==> src/rtl/us_sched_pkg.sv <==
// rtl/us_sched_pkg.sv - shared types, sensor indices and round-robin helper for the ping scheduler
package us_sched_pkg;

    typedef enum logic [2:0] {
        IDLE,
        TRIG,
        HOLDOFF,
        WAIT_RISE,
        MEASURE,
        DONE,
        FAIL,
        GUARD
    } sched_state_t;

    localparam logic [1:0] US_FRONT      = 2'd0;
    localparam logic [1:0] US_SIDE_FRONT = 2'd1;
    localparam logic [1:0] US_SIDE_BACK  = 2'd2;

    localparam logic [7:0] DIST_MAX = 8'd255;

    // First enabled sensor at or after start, wrapping modulo 3; lowest offset wins.
    function automatic logic [1:0] next_sel(input logic [2:0] en, input logic [1:0] start);
        logic [2:0] s;
        next_sel = start;
        for (int k = 2; k >= 0; k--) begin
            s = {1'b0, start} + 3'(k);
            if (s >= 3'd3)
                s = s - 3'd3;
            if (en[s[1:0]])
                next_sel = s[1:0];
        end
    endfunction

endpackage

==> src/rtl/us_echo_timer.sv <==
// rtl/us_echo_timer.sv - echo synchronizer and divider-free echo-width to centimetre counter
module us_echo_timer
    import us_sched_pkg::*;
#(
    parameter int CYCLES_PER_CM = 2900
) (
    input  logic       CLK,
    input  logic       RESET,
    input  logic [2:0] echo_in,
    input  logic [1:0] sel,
    input  logic       clear,
    input  logic       count_en,
    output logic       echo_sync,
    output logic [7:0] cm
);

    localparam int SUB_W = (CYCLES_PER_CM > 1) ? $clog2(CYCLES_PER_CM) : 1;

    logic [2:0]       sync1;
    logic [2:0]       sync2;
    logic [SUB_W-1:0] sub_cnt;

    always_ff @(posedge CLK) begin
        if (RESET) begin
            sync1   <= 3'b000;
            sync2   <= 3'b000;
            sub_cnt <= '0;
            cm      <= 8'd0;
        end else begin
            sync1 <= echo_in;
            sync2 <= sync1;
            if (clear) begin
                sub_cnt <= '0;
                cm      <= 8'd0;
            end else if (count_en) begin
                // Whole centimetres only: the partial sub-count is simply dropped at the end.
                if (sub_cnt == SUB_W'(CYCLES_PER_CM - 1)) begin
                    sub_cnt <= '0;
                    if (cm != DIST_MAX)
                        cm <= cm + 8'd1;
                end else begin
                    sub_cnt <= sub_cnt + 1'b1;
                end
            end
        end
    end

    assign echo_sync = sync2[sel];

endmodule

==> src/rtl/us_ping_scheduler.sv <==
// rtl/us_ping_scheduler.sv - round-robin trigger/echo sequencer for three single-pin ultrasonic rangers
module us_ping_scheduler
    import us_sched_pkg::*;
#(
    parameter int TRIG_CYCLES    = 250,
    parameter int HOLDOFF_CYCLES = 37500,
    parameter int CYCLES_PER_CM  = 2900,
    parameter int TIMEOUT_CYCLES = 1000000,
    parameter int GUARD_CYCLES   = 500000
) (
    input  logic       CLK,
    input  logic       RESET,
    input  logic [2:0] EN,
    input  logic [2:0] ECHO_IN,
    output logic [2:0] TRIG_OUT,
    output logic [2:0] TRIG_OE,
    output logic [7:0] DISTANCE_FRONT,
    output logic [7:0] DISTANCE_SIDE_FRONT,
    output logic [7:0] DISTANCE_SIDE_BACK,
    output logic [2:0] VALID,
    output logic [2:0] TIMEOUT,
    output logic       BUSY
);

    sched_state_t state;
    logic [1:0]   idx;
    logic [1:0]   rr_ptr;
    logic [1:0]   pick;
    logic [31:0]  cnt;
    logic         echo_sync;
    logic [7:0]   cm;
    logic         timer_clear;
    logic         timer_count;
    logic [7:0]   dist_wr;

    assign pick        = next_sel(EN, rr_ptr);
    assign timer_clear = (state == HOLDOFF);
    // The rising cycle seen in WAIT_RISE is part of the echo width, so it is counted too.
    assign timer_count = echo_sync && ((state == WAIT_RISE) || (state == MEASURE));
    assign dist_wr     = (state == FAIL) ? DIST_MAX : cm;
    assign BUSY        = (state != IDLE);

    us_echo_timer #(
        .CYCLES_PER_CM(CYCLES_PER_CM)
    ) u_echo_timer (
        .CLK      (CLK),
        .RESET    (RESET),
        .echo_in  (ECHO_IN),
        .sel      (idx),
        .clear    (timer_clear),
        .count_en (timer_count),
        .echo_sync(echo_sync),
        .cm       (cm)
    );

    always_ff @(posedge CLK) begin
        if (RESET) begin
            state               <= IDLE;
            idx                 <= US_FRONT;
            rr_ptr              <= US_FRONT;
            cnt                 <= 32'd0;
            TRIG_OUT            <= 3'b000;
            TRIG_OE             <= 3'b000;
            DISTANCE_FRONT      <= 8'd0;
            DISTANCE_SIDE_FRONT <= 8'd0;
            DISTANCE_SIDE_BACK  <= 8'd0;
            VALID               <= 3'b000;
            TIMEOUT             <= 3'b000;
        end else begin
            VALID <= 3'b000;
            case (state)
                IDLE: begin
                    if (EN != 3'b000) begin
                        idx      <= pick;
                        rr_ptr   <= (pick == US_SIDE_BACK) ? US_FRONT : pick + 2'd1;
                        TRIG_OUT <= 3'b001 << pick;
                        TRIG_OE  <= 3'b001 << pick;
                        cnt      <= 32'd0;
                        state    <= TRIG;
                    end
                end
                TRIG: begin
                    if (cnt == 32'(TRIG_CYCLES - 1)) begin
                        TRIG_OUT <= 3'b000;
                        TRIG_OE  <= 3'b000;
                        cnt      <= 32'd0;
                        state    <= HOLDOFF;
                    end else begin
                        cnt <= cnt + 32'd1;
                    end
                end
                HOLDOFF: begin
                    if (cnt == 32'(HOLDOFF_CYCLES - 1)) begin
                        cnt   <= 32'd0;
                        state <= WAIT_RISE;
                    end else begin
                        cnt <= cnt + 32'd1;
                    end
                end
                WAIT_RISE: begin
                    if (echo_sync) begin
                        cnt   <= 32'd0;
                        state <= MEASURE;
                    end else if (cnt == 32'(TIMEOUT_CYCLES - 1)) begin
                        state <= FAIL;
                    end else begin
                        cnt <= cnt + 32'd1;
                    end
                end
                MEASURE: begin
                    if (!echo_sync) begin
                        state <= DONE;
                    end else if (cnt == 32'(TIMEOUT_CYCLES - 1)) begin
                        state <= FAIL;
                    end else begin
                        cnt <= cnt + 32'd1;
                    end
                end
                DONE, FAIL: begin
                    case (idx)
                        US_FRONT:      DISTANCE_FRONT      <= dist_wr;
                        US_SIDE_FRONT: DISTANCE_SIDE_FRONT <= dist_wr;
                        default:       DISTANCE_SIDE_BACK  <= dist_wr;
                    endcase
                    VALID        <= 3'b001 << idx;
                    TIMEOUT[idx] <= (state == FAIL);
                    cnt          <= 32'd0;
                    state        <= GUARD;
                end
                GUARD: begin
                    if (cnt == 32'(GUARD_CYCLES - 1)) begin
                        cnt   <= 32'd0;
                        state <= IDLE;
                    end else begin
                        cnt <= cnt + 32'd1;
                    end
                end
                default: state <= IDLE;
            endcase
        end
    end

endmodule

==> config.mk <==
export PLATFORM = sky130hd
export DESIGN_NAME = us_ping_scheduler
export DESIGN_NICKNAME = d
export VERILOG_FILES = /design/src/rtl/us_sched_pkg.sv /design/src/rtl/us_echo_timer.sv /design/src/rtl/us_ping_scheduler.sv
export SDC_FILE = /design/constraint.sdc
export NUM_CORES = 1
export LEC_CHECK = 0
export ABC_AREA = 1
export ABC_CLOCK_PERIOD_IN_PS = 3050
export CAP_MARGIN = 40
export CORE_MARGIN = 2
export CORE_UTILIZATION = 40
export CTS_CLUSTER_SIZE = 24
export DETAILED_ROUTE_END_ITERATION = 10
export GPL_TIMING_DRIVEN = 0
export HOLD_SLACK_MARGIN = 0.15
export PLACE_DENSITY = 0.58
export SLEW_MARGIN = 20
export SYNTH_ARGS = -nofsm -noshare
export SYNTH_HDL_FRONTEND = slang
export SYNTH_SLANG_ARGS = --single-unit
==> constraint.sdc <==
create_clock -name CLK -period 3.05 [get_ports CLK]
set_clock_uncertainty 0.2 [all_clocks]
set_input_delay 0.61 -clock CLK [delete_from_list [all_inputs] [get_ports CLK]]
set_output_delay 0.61 -clock CLK [all_outputs]
set_load 0.03 [all_outputs]
# After elaboration in Yosys (flattened, before gate mapping)
# Cells that the tools add are included.
# W data, S select, Z words.
# word_totals
inputBits	8
ff_bits	98
elab_cells	114
out_inout_bits	37
# classes
n_lt_le_gt_ge	8
shifts	2
n_eq_ne	20
bitwise_logic	2
n_reduce_logical	20
n_addsub	9
muxes	39
# op_table
cell	count
$mux W32	7
$pmux W32 S7	1
$add A32 B1 Y32 const B	1
$eq A32 B16 Y1 const B	1
$eq A32 B19 Y1 const B	1
$eq A32 B20 Y1 const B	1
$eq A32 B8 Y1 const B	1
$mux W3	9
$pmux W3 S7	1
$mux W2	7
$add A12 B1 Y12 const B	1
$eq A12 B12 Y1 const B	1
$eq A3 B3 Y1 const B	4
$lt A2 B3 Y1 const B	4
$mux W12	1
$reduce_and A2 Y1	5
$add A8 B1 Y8 const B	1
$bmux W1 S2	4
$mux W8	1
$ne A2 B2 Y1 const B	4
$ne A8 B8 Y1 const B	1
$reduce_or A2 Y1	4
$eq A3 B2 Y1 const B	2
$ge A3 B2 Y1 const B	2
24 further kinds	35

# Depth between registers and ports, before layout
# Gate-level depths: netlist of run 1.
# depth
depth_word	11
ltp_mapped	15
ltp_nobuf	15

# Hierarchy
# From an unflattened synthesis of run 1, not the netlist that was laid out.
# unflattened
cells_unflattened	916
area_unflattened_um2	5708.0
# by_module_without_submodules
mod	seq_area_each_um2	instances	area_each_um2	cells_per_inst
us_ping_scheduler	1441.4	1	4327.9	711
us_echo_timer	520.5	1	1380.1	205

# Least setup slack after synthesis of run 1
# No wires, ideal clock.
# synth_timing
kind	reg-to-reg
start	register cnt[0]
end	register cnt[0]
required_time_ps	2733
path_slack_ps	996
n_path_buf	1
synth_period_minus_slack_ps	2054
stages_incl_launch_ff	14
setup_time_ps	117
arrival_ps	1737
path_cell_list	dfxtp_1 > ha_1 > nand2_2 > nor2_4 > nand3_1 > nor2_1 > nand2_1 > nand2_1 > nand2_2 > nor2_4 > o21ai_2 > buf_6 > a21oi_2 > nor2_1
# synth_via
elab_chain_cells	4
elab_cells_between_ends	12
cone_classes	add/sub: 1; eq/ne: 4; mux: 7
# synth_rtl
item	line	text
start: declaration	us_ping_scheduler.sv:29	logic [31:0] cnt;
start signal: assignment	us_ping_scheduler.sv:89	cnt <= cnt + 32'd1;
start signal: assignment	us_ping_scheduler.sv:97	cnt <= cnt + 32'd1;
start signal: assignment	us_ping_scheduler.sv:107	cnt <= cnt + 32'd1;
$add A32 B1 Y32 or $eq A32 B20 Y1 (tied branches)	n/a	
$mux W32	us_ping_scheduler.sv:104, us_ping_scheduler.sv:113	
$mux W32 (on tied branches)	us_ping_scheduler.sv:111, us_ping_scheduler.sv:101	
$pmux W32 S7 *	us_ping_scheduler.sv:71	case (state)
# Mark *: on every way between the ends. The rest lies on a longest branch, timed or not. The select of a mux whose other input is x is not followed.
# A chain may end at the register's enable or synchronous reset.

# Worst setup path in the final report of run 1
# layout_timing
start	register state[0]
end	output port BUSY
# layout_via
elab_chain_cells	1
# layout_rtl
item	line	text
start: declaration	us_ping_scheduler.sv:25	sched_state_t state;
start signal: assignment	us_ping_scheduler.sv:58	state <= IDLE;
start signal: assignment	us_ping_scheduler.sv:79	state <= TRIG;
start signal: assignment	us_ping_scheduler.sv:87	state <= HOLDOFF;
$reduce_bool A3 Y1	us_ping_scheduler.sv:41	assign BUSY = (state != IDLE);
end: declaration	us_ping_scheduler.sv:22	output logic BUSY
# No other way between the ends.

==> metrics, run 1 <==
1st-iter DRT viols approximately 430; clk_lat worst skew ~370 ps; num rows 42; Syn-to-layout area delta 17.4%; antenna violations before repair 0; Core Area 13300 µm²; share of cells above drive strength 1 0.0673; post-route antenna net violation count 0; outcome complete, no violations; diodes inserted 0; cts hold-fix bufs 0; R2R Setup Slk a little over 500 ps; clk buf depth 2; Crit Path Class flip-flop to primary output; Max Slew Vio Count 0; Post-CTS Resized 0; post-CTS setup buffer count 0; PortBufs 43; Arr. time, crit path about 1800 ps; DR pass1 iterations 7; GRT overflow 0; min cycle time layout around 2600 ps; asr flop ratio synth 0; largest cells by area after synthesis dfxtp_1 (36%), nand2_1 (14%), nor2_1 (8.5%), inv_1 (7.7%), nand3_1 (5.3%); Die Y around 120 µm; worst hold slack approximately 200 ps; commonest non-fill, non-tap cell in the layout nand2_1; setup tns final 0 ps; Synth Flop Type dfxtp_1; Post-synth EDFFs 0; commonest cells after routing, fill and taps aside nand2_1 (204), nor2_1 (124), inv_1 (112), dfxtp_1 (98), nand3_1 (58); Yosys reg bits 98; Post-DP HPWL roughly 12 mm; Worst-path clk slew roughly 60 ps; Final nets slightly above 900; vias in the first global route between 5000 and 6000; WL/cell 14.2 µm; Slew @ Worst Pin between 600 and 700 ps; DR vias 5608; register area share after synthesis 0.359; Pleak 2.47 nW; syn avg cell area 6.34 µm²; mapped cell area ~5500 µm²; routability cong. 0.880; Data required, critical path around 2200 ps; post-synth top area cell dfxtp_1; Num CTS Buffers 9; CTS tree done; Critical Path End Type primary output; hold path start u_echo_timer.sync1[2]$_SDFF_PP0_; crit path from state[0]$_SDFFE_PP0P_; synthesized net count ~880; R2R Path Start cnt[0]$_SDFFE_PP0P_; Synth top area share 0.359; Total Power a little under 4 mW; Tcrit/Tclk final 0.848; final hold violations 0; Layout fillers about 1400; Initial Util 0.411; vias per cell 5.11; worst IR drop on VDD ~0.00037 V; max_cap viols 0; Sink Count 98; # IOs 45; GRT Util Overall 0.224; DRC viols 0; Distinct cells, synth 36; first-pass GRT wire length roughly 26 mm; die area 14600 µm²; CTS H-tree lvls 3; drt total wl roughly 16 mm; Max transition margin 0.548; Final Setup Violations 0; largest net degree at the start of global routing 18; DIE WIDTH about 120 µm; highest clock rate between 300 and 400 MHz; startpoint types flip-flop; hold crit path type flip-flop to flip-flop; unrepaired setup endpoints after global routing false; Power Density 620 nW/µm²; crit-path max FO 7; Ys Warns 0; Cells after Synth 862; clock root buffer clkbuf_16
synthesized netlist by cell type (2+ instances only):
master / n
nand2_1: 204
nor2_1: 124
inv_1: 112
dfxtp_1: 98
nand3_1: 58
a21oi_1: 57
o21ai_0: 54
a31oi_1: 24
nor3_1: 22
nand4_1: 20
clkbuf_1: 12
nor2_2: 8
buf_2: 7
nand2_2: 7
ha_1: 6
inv_2: 6
nor2_4: 5
o211ai_1: 4
a211oi_1: 3
a21oi_2: 3
buf_4: 3
nor3_2: 3
nor4_1: 3
o21ai_1: 3
xor2_1: 3
and2_1: 2
clkinv_1: 2
through the flow:
stage	util	cells	cell area (µm²)	setup slack, ps
CTS	0.482	1097	6410	453
floorplan	-	862	5460	996
finish	0.482	1097	6410	463
global route	0.482	1097	6410	260
global placement	0.460	1081	6110	225
detailed placement	0.460	1081	6110	222
power by group:
group	internal [mW]	switching [mW]	leakage, nW
combinational	0.445	0.955	1.54
sequential	1.34	0.0619	0.792
clock	0.647	0.531	0.144
total	2.43	1.55	2.47
sequential cells by signal, indices dropped and copies added, names as in the netlist:
name	count
VALID	3
rr_ptr	2
state	3
cnt	32
u_echo_timer.cm	8
DISTANCE_SIDE_BACK	8
DISTANCE_SIDE_FRONT	8
DISTANCE_FRONT	8
TRIG_OE	3
u_echo_timer.sync1	3
u_echo_timer.sub_cnt	12
idx	2
u_echo_timer.sync2	3
TIMEOUT	3
routing by layer:
metal  vias to the layer above  wire (µm)  global-route usage
met5                         -          0                   0
met4                         0        288              0.0690
met3                        26        788              0.0475
met2                       132       6900               0.350
met1                      2540       7610               0.309
li1                       2910          -                   -
cell type report:
class | instances | area [µm²] | area share
multi-input cells | 620 | 2930 | 0.457
flip-flops and latches | 98 | 1960 | 0.306
inverters | 120 | 450 | 0.0702
repair buffers | 43 | 430 | 0.0671
clock buffers | 10 | 229 | 0.0357
well taps | 176 | 220 | 0.0343
plain buffers | 24 | 119 | 0.0185
clock inverters | 6 | 72.6 | 0.0113
critical path, stage by stage, from the launching register on:
cell	delay (ps)
dfxtp_1	440
nor2_1	110
nand2_1	170
clkdlybuf4s50_1	700
logic make-up after synthesis:
logic type / count (synthesis) / synth area share
DFF: 98 / 0.359
adders and majority gates: 6 / 0.0137
and+or+nand+nor: 460 / 0.367
xor gates and xnor gates: 3 / 0.00481
AOI/OAI and AO/OA: 151 / 0.151
buffers and inverters: 144 / 0.104
worst paths after layout:
| kind | endpoint | cells after the start |
|---|---|---|
| hold reg to reg | u_echo_timer.sync2[2]$_SDFF_PP0_ | 2 |
| setup / recovery | BUSY | 3 |
| hold / removal | u_echo_timer.sync2[2]$_SDFF_PP0_ | 2 |
| setup reg to reg | cnt[27]$_SDFFE_PP0P_ | 13 |
(Power assumes the default switching activity.)
==> run 2, diff against run 1 <==
--- a/config.mk
+++ b/config.mk
@@ -6,7 +6,7 @@
 export NUM_CORES = 1
 export LEC_CHECK = 0
 export ABC_AREA = 1
-export ABC_CLOCK_PERIOD_IN_PS = 3050
+export ABC_CLOCK_PERIOD_IN_PS = 2500
 export CAP_MARGIN = 40
 export CORE_MARGIN = 2
 export CORE_UTILIZATION = 40
==> constraint.sdc (replaced) <==
create_clock -name CLK -period 2.5 [get_ports CLK]
set_clock_uncertainty 0.2 [all_clocks]
set_input_delay 0.5 -clock CLK [delete_from_list [all_inputs] [get_ports CLK]]
set_output_delay 0.5 -clock CLK [all_outputs]
set_load 0.03 [all_outputs]
==> metrics, run 2 (synthesized netlist as in run 1, its figures left out) <==
worst IR drop on VDD 0.000455 V (+22%); Max transition margin 0.562 (+0.0136); GRT Util Overall 0.224 (unchanged); Routed met3 length 864 µm (+9.6%); slowest CP cell dfxtp_4; wl on met1 7.54 mm (-0.89%); Die Y 121 µm (unchanged); Final Setup Violations 0 (unchanged); vias in the first global route 5223 (unchanged); CTS H-tree lvls 3 (unchanged); final hold violations 0 (unchanged); Syn-to-layout area delta 18.7%; Tcrit/Tclk final 0.934; Total Power 4.95 mW (+24%); hold crit path type flip-flop to flip-flop; post-route antenna net violation count 0 (unchanged); Top Family by Delay on Critical Path simple AND/OR/NAND/NOR gates; Worst-path clk slew 70 ps (about the same); Crit path buffers/inverters 1 (unchanged); routability cong. 0.880 (unchanged); design area 6480 µm² (+1.1%); Multi-input gate area 2960 µm² (+1.1%); first-pass GRT wire length 26.1 mm (unchanged); setup tns final 0 ps (unchanged); Largest Register cnt; highest clock rate between 400 and 500 MHz; max FFs per register 32 (unchanged); Pleak 2.50 nW (+1.2%); Power Density 763 nW/µm² (+23%); top sig layer met4; Seq pwr share 0.346 (-0.006); share of cells above drive strength 1 0.0747 (+0.00736); DIE WIDTH 121 µm (unchanged); 1st-iter DRT viols 449 (+4.2%); Data required, critical path 2560 ps (+320 ps); Core Area 13300 µm² (unchanged); vias per cell 5.13 (+0.39%); Num CTS Buffers 9 (unchanged); crit-path max FO 10 (+3); DR pass1 iterations 5 (-2); min cycle time layout 2330 ps; clock network power share 0.292 (-0.004); largest net degree at the start of global routing 18 (unchanged); setup ws final 166 ps (-297 ps); Crit Path Class flip-flop to flip-flop; DRC viols 0 (unchanged); post-placement cell count 1081 (unchanged); drt total wl 15.7 mm (+0.49%); clk buf depth 2 (unchanged); max_cap viols 0 (unchanged); Slew @ Worst Pin 658 ps (-20.4 ps); antenna violations before repair 0 (unchanged); clock root buffer clkbuf_16; most used cell, CP nand2_2; GRT overflow 0 (unchanged); clk_lat worst skew 370 ps (about the same); sw power 1.92 mW (+24%); num rows 42 (unchanged); die area 14600 µm² (unchanged); Initial Util 0.411 (unchanged); worst hold slack 200 ps (+0.00500 ps); DR vias 5645 (+0.66%); Critical Path, Cell by Cell ha_4, nand2_2, nor2_4, nand3_1, nor2_1, nand2_1, nand2_2, nand2_2, nor2_4, o21ai_4, buf_6, a21oi_2, nor2_1; Post-DP HPWL 11.6 mm (unchanged); Arr. time, crit path 2390 ps (+610 ps); DP Worst Slack -218 ps (-440 ps); PortBufs 43 (unchanged); Final nets 933 (+0.32%); Max Slew Vio Count 0 (unchanged); # IOs 45 (unchanged); Non-Filler Instances 1100 (+0.27%); diodes inserted 0 (unchanged); top flop regs cnt x32, u_echo_timer.sub_cnt x12; outcome complete, no violations; startpoint types flip-flop; placed inst area 6110 µm² (unchanged); Reg area 1970 µm² (+0.26%); WL/cell 14.2 µm (+0.21%); CTS tree done; commonest non-fill, non-tap cell in the layout nand2_1; met2 WL 7.00 mm (+1.4%); max incr delay on CP 390 ps (-310 ps); final core occ 0.488 (+0.00518); Gate power share 0.362 (+0.010); Switching Fraction 0.388 (-0.00125); internal power 3.03 mW (+25%); Critical Path End Type flip-flop; commonest cells after routing, fill and taps aside nand2_1 (203), nor2_1 (124), inv_1 (112), dfxtp_1 (96), nand3_1 (58); Layout fillers 1384 (-0.072%); Sink Count 98 (unchanged)
==> run 2: final timing paths <==
| path | slack, ps | to | from | cells after the start |
|---|---|---|---|---|
| worst max-delay path | 170 | cnt[0]$_SDFFE_PP0P_ | cnt[0]$_SDFFE_PP0P_ | 13 |
| worst min-delay path | 200 | u_echo_timer.sync2[2]$_SDFF_PP0_ | u_echo_timer.sync1[2]$_SDFF_PP0_ | 2 |
| worst max register to register | 170 | cnt[0]$_SDFFE_PP0P_ | cnt[0]$_SDFFE_PP0P_ | 13 |
| worst min register to register | 200 | u_echo_timer.sync2[2]$_SDFF_PP0_ | u_echo_timer.sync1[2]$_SDFF_PP0_ | 2 |
==> run 2: timing repair <==
| action | 4_1_cts | 5_1_grt |
|---|---|---|
| hold buffers | 0 | 0 |
| setup endpoints to repair | 8 | 32 |
| setup buffers | 0 | 3 |
| pin swaps | 0 | 2 |
| resized for setup | 2 | 11 |
==> run 2: layer usage <==
layer / vias to the layer above / global-route usage
li1: 2917 / -
met1: 2564 / 0.309
met2: 143 / 0.350
met3: 21 / 0.0475
met4: 0 / 0.0690
met5: - / 0
==> run 2: power by group through the flow <==
stage / sequential, mW / clock (mW) / combinational, mW
final: 1.71 / 1.44 / 1.79
after global routing: 1.72 / 1.53 / 2.00
after floorplan: 1.76 / 0 / 1.18
after CTS: 1.71 / 1.48 / 1.70
after detailed placement: 1.75 / 0 / 1.69
after global placement: 1.74 / 0 / 1.70
==> run 2: layout make-up <==
type	count	area share
Clock buffer	10	0.0353
Buffer	24	0.0195
Timing Repair Buffer	46	0.0703
Multi-Input combinational cell	620	0.457
Sequential cell	98	0.303
Inverter	120	0.0695
Tap cell	176	0.0340
Clock inverter	6	0.0112
==> run 2: tightest hold or removal path: cells and delay by family, from the launching register on <==
kind / cells / cell delay [ps]
buf+inv: 1 / 40
flops: 1 / 300
simple gates: 1 / 30
